**config.mk**
```make
export PLATFORM = sky130hd
export DESIGN_NAME = cpu_run_controller
export DESIGN_NICKNAME = d
export VERILOG_FILES = /design/src/rtl/cpu_ctrl_pkg.sv /design/src/rtl/cpu_run_controller_sync_edge.sv /design/src/rtl/cpu_run_controller.sv
export SDC_FILE = /design/constraint.sdc
export NUM_CORES = 1
export LEC_CHECK = 0
export CAP_MARGIN = 0
export CORE_MARGIN = 10
export CORE_UTILIZATION = 30
export DETAILED_ROUTE_END_ITERATION = 10
export PLACE_DENSITY = 0.56
export SLEW_MARGIN = 20
export SYNTH_ARGS = -nofsm -noshare
export SYNTH_HDL_FRONTEND = slang
export SYNTH_SLANG_ARGS = --single-unit
```
**constraint.sdc**
```tcl
create_clock -name CLK -period 2.7 [get_ports CLK]
set_input_delay 0.81 -clock CLK [delete_from_list [all_inputs] [get_ports CLK]]
set_output_delay 0.81 -clock CLK [all_outputs]
set_load 0.02 [all_outputs]
```
**src/rtl/cpu_ctrl_pkg.sv**
```systemverilog
// Shared constants for the run controller: instruction field layout, instruction
// classes, the boot JMP-to-0 word and the sequencer state encoding.
package cpu_ctrl_pkg;

  localparam int unsigned InsW = 21;

  localparam int unsigned ImmLsb     = 0;
  localparam int unsigned ImmW       = 8;
  localparam int unsigned BmuxLsb    = 8;
  localparam int unsigned BmuxW      = 3;
  localparam int unsigned AmuxLsb    = 11;
  localparam int unsigned AmuxW      = 3;
  localparam int unsigned OpcodeLsb  = 14;
  localparam int unsigned OpcodeW    = 4;
  // Jumps reuse the opcode field as their target/condition select.
  localparam int unsigned TgtLsb     = 14;
  localparam int unsigned TgtW       = 4;
  localparam int unsigned IrLsb      = 18;
  localparam int unsigned InstypeLsb = 19;
  localparam int unsigned InstypeW   = 2;

  typedef enum logic [1:0] {
    InsJmp  = 2'd0,
    InsMov  = 2'd1,
    InsCmp  = 2'd2,
    InsMath = 2'd3
  } ins_type_e;

  localparam logic [InsW-1:0] Jmp0 = {InsJmp, 1'b0, 4'b0111, 3'b000, 3'b000, 8'hFF};

  typedef enum logic [2:0] {
    StBoot     = 3'd0,
    StBootTick = 3'd1,
    StHalt     = 3'd2,
    StRun      = 3'd3,
    StStep     = 3'd4
  } run_state_e;

endpackage

```
**src/rtl/cpu_run_controller_sync_edge.sv**
```systemverilog
// Two-flop synchronizer for an asynchronous level, plus a one-cycle pulse on the
// rising edge of the synchronized value.
module sync_edge (
  input  logic clk_i,
  input  logic rst_ni,
  input  logic d_i,
  output logic sync_o,
  output logic rise_o
);

  logic meta_q, meta_d;
  logic sync_q, sync_d;
  logic prev_q, prev_d;

  always_comb begin
    meta_d = d_i;
    sync_d = meta_q;
    prev_d = sync_q;
  end

  always_ff @(posedge clk_i) begin
    if (!rst_ni) begin
      meta_q <= 1'b0;
      sync_q <= 1'b0;
      prev_q <= 1'b0;
    end else begin
      meta_q <= meta_d;
      sync_q <= sync_d;
      prev_q <= prev_d;
    end
  end

  assign sync_o = sync_q;
  assign rise_o = sync_q & ~prev_q;

endmodule

```
**src/rtl/cpu_run_controller.sv**
```systemverilog
// Run/step/halt sequencer producing a one-cycle CPU clock-enable and the boot JMP mux.
// Define CPU_CTRL_BREAKPOINT_EN to build the address breakpoint; otherwise it is inert.
module cpu_run_controller
  import cpu_ctrl_pkg::*;
#(
  parameter int unsigned DIV     = 12500000,
  parameter int unsigned PRESC_W = 24,
  parameter int unsigned CNT_W   = 16
) (
  input  logic             CLK,
  input  logic             RESET_N,
  input  logic             RESET_REQ,
  input  logic             RUN_SW,
  input  logic             STEP_BTN,
  input  logic [7:0]       ADDR,
  input  logic [InsW-1:0]  ROM_INS,
  input  logic             BP_EN,
  input  logic [7:0]       BP_ADDR,
  output logic [InsW-1:0]  INS_PORT,
  output logic             CPU_TICK,
  output logic [2:0]       STATE,
  output logic             BP_HIT,
  output logic [CNT_W-1:0] INSTR_CNT
);

  localparam logic [PRESC_W-1:0] PrescLast = PRESC_W'(DIV - 1);

  logic reset_req_s, run_s, run_rise, step_rise;
  logic unused_reset_req_rise, unused_step_level;

  sync_edge u_sync_reset_req (
    .clk_i  (CLK),
    .rst_ni (RESET_N),
    .d_i    (RESET_REQ),
    .sync_o (reset_req_s),
    .rise_o (unused_reset_req_rise)
  );

  sync_edge u_sync_run (
    .clk_i  (CLK),
    .rst_ni (RESET_N),
    .d_i    (RUN_SW),
    .sync_o (run_s),
    .rise_o (run_rise)
  );

  sync_edge u_sync_step (
    .clk_i  (CLK),
    .rst_ni (RESET_N),
    .d_i    (STEP_BTN),
    .sync_o (unused_step_level),
    .rise_o (step_rise)
  );

  run_state_e         state_q, state_d;
  logic [PRESC_W-1:0] presc_q, presc_d;
  logic [CNT_W-1:0]   cnt_q, cnt_d;
  logic               cpu_tick;
  logic               bp_hit;

  always_comb begin
    state_d  = state_q;
    presc_d  = '0;
    cpu_tick = 1'b0;
    unique case (state_q)
      StBoot: begin
        if (!reset_req_s) state_d = StBootTick;
      end
      StBootTick: begin
        cpu_tick = 1'b1;
        state_d  = run_s ? StRun : StHalt;
      end
      StRun: begin
        if (!run_s) begin
          state_d = StHalt;
        end else if (presc_q == PrescLast) begin
          if (bp_hit) state_d = StHalt;
          else        cpu_tick = 1'b1;
        end else begin
          presc_d = presc_q + PRESC_W'(1);
        end
      end
      StHalt: begin
        if (run_rise)       state_d = StRun;
        else if (step_rise) state_d = StStep;
      end
      StStep: begin
        cpu_tick = 1'b1;
        state_d  = StHalt;
      end
      default: state_d = StBoot;
    endcase
    // User reset wins over every transition; a tick already decoded this cycle stands.
    if (reset_req_s) begin
      state_d = StBoot;
      presc_d = '0;
    end
  end

  always_comb begin
    cnt_d = cnt_q;
    if (state_q == StBoot) cnt_d = '0;
    else if (cpu_tick)     cnt_d = cnt_q + CNT_W'(1);
  end

  always_ff @(posedge CLK) begin
    if (!RESET_N) begin
      state_q <= StBoot;
      presc_q <= '0;
      cnt_q   <= '0;
    end else begin
      state_q <= state_d;
      presc_q <= presc_d;
      cnt_q   <= cnt_d;
    end
  end

`ifdef CPU_CTRL_BREAKPOINT_EN
  logic bp_skip_q, bp_skip_d;
  logic bp_flag_q, bp_flag_d;
  logic arm_skip, bp_stop;

  assign bp_hit   = BP_EN && (ADDR == BP_ADDR) && !bp_skip_q;
  assign arm_skip = ((state_q == StHalt) && run_rise) || (state_q == StStep);
  assign bp_stop  = (state_q == StRun) && run_s && (presc_q == PrescLast) && bp_hit;

  // The skip lets a resumed or stepped CPU execute the breakpointed instruction once.
  always_comb begin
    bp_skip_d = bp_skip_q;
    if (cpu_tick) bp_skip_d = 1'b0;
    if (arm_skip) bp_skip_d = 1'b1;
    bp_flag_d = bp_flag_q;
    if (arm_skip) bp_flag_d = 1'b0;
    if (bp_stop)  bp_flag_d = 1'b1;
  end

  always_ff @(posedge CLK) begin
    if (!RESET_N) begin
      bp_skip_q <= 1'b0;
      bp_flag_q <= 1'b0;
    end else begin
      bp_skip_q <= bp_skip_d;
      bp_flag_q <= bp_flag_d;
    end
  end

  assign BP_HIT = bp_flag_q;
`else
  logic unused_bp_inputs;
  assign unused_bp_inputs = ^{BP_EN, BP_ADDR, ADDR};
  assign bp_hit = 1'b0;
  assign BP_HIT = 1'b0;
`endif

  assign INS_PORT  = ((state_q == StBoot) || (state_q == StBootTick)) ? Jmp0 : ROM_INS;
  assign CPU_TICK  = cpu_tick;
  assign STATE     = state_q;
  assign INSTR_CNT = cnt_q;

endmodule

```
==> After elaboration in Yosys (flattened, before gate mapping) <==
Cells that the tools add are included.
{ "word_totals": {"output_inout_bits": 42, "regBits": 51, "elab_cells": 43} }
{ "classes": {"reduce_logical": 7, "mux": 9, "addsub": 2, "n_eq_ne": 7, "n_bitwise": 7} }
{ "ops": {"columns": ["operator", "count"], "rows": [
  ["adder 24 x 1 -> 24 bit, second input constant", 1],
  ["equality test 24 bit, second input constant", 1],
  ["two-way mux 21 bit", 1],
  ["adder 16 x 1 -> 16 bit, second input constant", 1],
  ["one-hot mux 3 bit (5 select lines)", 1],
  ["two-way mux 3 bit", 3],
  ["equality test 3 x 2 -> 1 bit, second input constant", 2],
  ["OR reduction 2 bit", 3],
  ["NOT 1 bit", 5],
  ["OR reduction 5 bit", 1],
  ["equality test 3 x 1 -> 1 bit, second input constant", 1],
  ["equality test 3 bit, second input constant", 1],
  ["zero test 3 bit", 1],
  ["two-way mux 1 bit", 3],
  ["!= test 3 bit, second input constant", 1],
  ["bitwise AND 1 bit", 2],
  ["!= test 2 bit, second input constant", 1],
  ["one-hot mux 1 bit (2 select lines)", 1],
  ["AND reduction 2 bit", 1],
  ["logical OR 1 bit", 1]
]} }

==> Logic depth before layout (Yosys ltp) <==
{ "logic_depth": {"ltp_word": 5, "mapped_depth": 9, "depth_no_buf": 7} }

==> Modules after synthesis <==
From an unflattened synthesis, not the netlist that was laid out.
{ "hier_totals": {"cells_unflattened": 278, "hier_area_um2": 2391.0} }
{ "modules_own_cells": {"columns": ["mod", "cells_each", "instances", "seq_area_each_um2", "area_per_inst_um2"], "rows": [
  ["cpu_run_controller", 257, 1, 860.8, 2113.3],
  ["sync_edge", 7, 3, 60.1, 92.6]
]} }

==> Worst setup path after synthesis <==
OpenSTA, ideal clock, no wires.
{ "synth_timing": {"path_type": "flip-flop to output port", "from": "register presc_q[0]", "to": "output port CPU_TICK", "t_arrival_ps": 1738, "setup_slack_ps": 152, "path_stages_with_launch": 8, "required_time_ps": 1890, "cell_sequence": "dfxtp_1 -> ha_1 -> nand3_1 -> or3_1 -> o31a_1 -> buf_6 -> buf_6 -> inv_1"} }
{ "synth_via": {"elab_chain_len": 4} }
{ "synth_lines": {"columns": ["item", "line", "source"], "rows": [
  ["from (decl)", "cpu_run_controller.sv:56", "logic [PRESC_W-1:0] presc_q, presc_d;"],
  ["from (signal assigned)", "cpu_run_controller.sv:113", "presc_q <= presc_d;"],
  ["equality test 24 bit", "cpu_run_controller.sv:76", "end else if (presc_q == PrescLast) begin"],
  ["two-way mux 1 bit", "cpu_run_controller.sv:76", null],
  ["two-way mux 1 bit", "cpu_run_controller.sv:74", "if (!run_s) begin"],
  ["one-hot mux 1 bit (2 select lines)", "cpu_run_controller.sv:65", "unique case (state_q)"],
  ["to (decl)", "cpu_run_controller.sv:20", "output logic CPU_TICK,"]
]} }
Every way passes these cells.

==> Worst setup path in the final report <==
{ "layout_timing": {"from": "input port ROM_INS[14]", "to": "output port INS_PORT[14]"} }
{ "layout_via": {"elab_chain_len": 1} }
{ "layout_lines": {"columns": ["item", "line", "source"], "rows": [
  ["from (decl)", "cpu_run_controller.sv:16", "input logic [InsW-1:0] ROM_INS,"],
  ["two-way mux 21 bit", "cpu_run_controller.sv:155", "assign INS_PORT = ((state_q == StBoot) || (state_q == StBootTick)) ? Jmp0 : ROM_INS;"],
  ["to (decl)", "cpu_run_controller.sv:19", "output logic [InsW-1:0] INS_PORT,"]
]} }
Every way passes these cells.

==> impl_metrics.py <==
metrics = {
    "floorplanning": {
        "fp.dieArea_sq_um": 11900,
        "coreArea_sq_um": 7730,
        "ios": 85,
        "die_y_um": 109,
        "num_rows": 32,
        "start_util_pct": 30.8,
        "die_w_um": 109,
    },
    "clock_tree": {
        "postCtsSetupBuffers": 0,
        "cts_tree": "done",
        "clockBufferDepth": 2,
        "cts.sinks": 51,
        "cts_root_buf": "clkbuf_8",
        "cts_hold_buf": 0,
        "cts_buffers": 5,
        "clkTransAtPathRegs_ns": 0.09,
        "insertion_delay_ns": 0.31,
        "h-tree-depth": 2,
        "cts_resized": 26,
    },
    "finish": {
        "drive_gt1_share_pct": 14.5,
        "antennaDiodeCount": 0,
        "fin_nets": 417,
        "area_delta_synth_final_pct": 43.4,
        "nFillCells": 780,
        "instances_no_fill": 475,
    },
    "synth": {
        "yosysWarnings": 0,
        "synth.largest_area_cell": "dfxtp_1",
        "synth-edff-count": 0,
        "syn_area_sq_um": 2380,
        "synth.net_count": 328,
        "ys_seq_area_share_pct": 42.9,
        "netlist.area_leader.share_pct": 42.9,
        "ys.flop_type": "dfxtp_1",
        "syn_avg_cell_area_sq_um": 8.41,
        "synth_cells": 283,
        "async_flop_share_pct": 0,
        "ys_top_cells_by_count": "51 x dfxtp_1, 33 x nor2_1, 19 x nand2_1",
        "yosys_register_bits": 51,
        "synth.most_common_cell": "dfxtp_1",
        "yosys-top-cells-area": "dfxtp_1 43%, xnor2_1 5.5%, nor2_1 5.2%, a21oi_1 3.2%, or2_2 3.2%",
        "synth.distinct_cells": 38,
    },
    "critical_path": {
        "cp_slowest_cell": "clkdlybuf4s50_1",
        "r2r_end": "INSTR_CNT[9]$_SDFFE_PP0P_",
        "end_kind": "primary output",
        "crit_arrival_ns": 1.84,
        "cp_top_family": "buffers and inverters",
        "crit_start": "ROM_INS[14]",
        "worstSetupEndpoint": "INS_PORT[14]",
        "path_depth": 3,
        "critical_path_class": "primary input to primary output",
        "cp-start-kind": "primary input",
        "required_ns": 1.89,
        "max_stage_delay_ns": 0.42,
        "crit_chain": "clkdlybuf4s50_1 > or2_2 > dlygate4sd2_1",
        "reg2regPathDepth": 7,
        "critPathBufInv": 2,
        "worstPathMaxFanout": 1,
        "reg2reg_from": "presc_q[1]$_SDFF_PP0_",
        "rrSetupSlack_ns": 0.48,
    },
    "pwr": {
        "ir_drop_mv": 0.284,
        "p_total_uw": 1490,
        "power.leakage_uw": 0.00116,
        "p_per_area_nw_per_um2": 437,
    },
    "placed_design": {
        "io_buffers": 66,
        "place_hpwl_mm": 4.56,
        "preCtsSetupSlack_ns": -0.190,
        "place_inst": 467,
        "gp_congestion": 0.822,
    },
    "routing": {
        "route.detailed.drc": 0,
        "first_iter_violations": 40,
        "wire_per_inst_um": 12.6,
        "antenna_left": 0,
        "vias": 2227,
        "first_pass_iters": 4,
        "totalWireLength_mm": 5.98,
        "vias_per_cell": 4.69,
    },
    "grt": {
        "grt_overflow": 0,
        "grt_pass1_wl_mm": 9.89,
        "grt_pass1_vias": 2131,
        "grt_util_all_layers_pct": 10.1,
        "antenna_found_initial": 0,
        "grt_start_max_net_pins": 29,
    },
    "worst_hold_path": {
        "whs_path_depth": 1,
        "hold_path.class": "flip-flop to flip-flop",
        "min-delay-start": "u_sync_step.meta_q$_SDFF_PN0_",
    },
    "sta": {
        "rsz0062_at_grt": "false",
        "setup_violations": 0,
        "finalClockSkew_ns": 0.0102,
        "period_share_pct": 98.2,
        "finalMaxSlewViolations": 0,
        "fmax_mhz": 377,
        "holdWs_ns": 0.446,
        "min_period_ns": 2.65,
        "finalHoldViolations": 0,
        "layout_setup_ws_ns": 0.0499,
    },
    "flow_run": {
        "drv_cap": 0,
    },
    "status": {
        "outcome": "completed",
    },
}
## cells in the final DEF (no fill, tap or decap), drive strengths merged, types with 5 or more instances in the layout
| cell type | instances |
|---|---|
| dfxtp | 51 |
| dlygate4sd2 | 21 |
| nand2 | 19 |
| and2 | 8 |
| nor2 | 33 |
| buf | 29 |
| clkdlybuf4s50 | 44 |
| or3 | 11 |
| nor2b | 11 |
| xor2 | 6 |
| xnor2 | 15 |
| nand4 | 9 |
| nand3 | 13 |
| inv | 7 |
| clkbuf | 5 |
| nor3 | 6 |
| or2 | 12 |
| a21oi | 15 |
| o21ai | 14 |
## area by class of cell
class	instances	area [sq um]	share of cell area, %
multi-input cells	213	1280	37.6
flip-flops and latches	51	1020	29.9
repair buffers	94	842	24.7
well taps	102	128	3.74
clock buffers	5	68.8	2.02
clock inverters	3	43.8	1.28
inverters	7	26.3	0.770
## how the worst min path moves through the flow
stage	to
after detailed placement	u_sync_step.sync_o$_SDFF_PN0_
after global placement	u_sync_step.sync_o$_SDFF_PN0_
after global routing	u_sync_run.sync_o$_SDFF_PN0_
after CTS	u_sync_step.sync_o$_SDFF_PN0_
final	u_sync_step.sync_o$_SDFF_PN0_
after floorplan	u_sync_reset_req.sync_o$_SDFF_PN0_
## logic make-up after synthesis
logic type | after synthesis | share of synthesized area, %
AND/OR/NAND/NOR | 147 | 33.7
flip-flops | 51 | 42.9
AO/OA/AOI/OAI | 42 | 10.6
XOR/XNOR | 21 | 7.72
buffers and inverters | 19 | 3.84
adder cells (fa/ha/maj) | 2 | 1.05
other | 1 | 0.157
## state kept, by name, indices dropped and copies added, names as in the netlist
name and flops:
INSTR_CNT 16, u_sync_step.sync_o 1, u_sync_reset_req.sync_o 1, u_sync_step.prev_q 1
u_sync_run.sync_o 1, STATE 3, u_sync_step.meta_q 1, u_sync_run.meta_q 1
u_sync_reset_req.meta_q 1, presc_q 24, u_sync_run.prev_q 1
## power breakdown
part | total (uW) | internal (uW) | switching [uW] | leakage [uW]
sequential | 767 | 761 | 5.63 | 0.000413
combinational | 198 | 96.2 | 102 | 0.000685
clock | 529 | 276 | 253 | 0.0000581
total | 1490 | 1130 | 360 | 0.00116
## routing by layer
layer	up-vias	wire length (um)	global-route usage, %
li1	1168	-	-
met3	5	393	2.95
met1	1007	2610	11.8
met2	47	2910	17.2
met5	-	0	0
met4	0	63	3.39
## stage by stage
step	TNS [ns]	instance area [sq um]	util, %
floorplan	0	2380	-
global placement	-2.81	3310	42.9
detailed placement	-2.93	3310	42.9
CTS	0	3400	44.0
global route	0	3410	44.2
finish	0	3410	44.2
(Power assumes the default switching activity.)
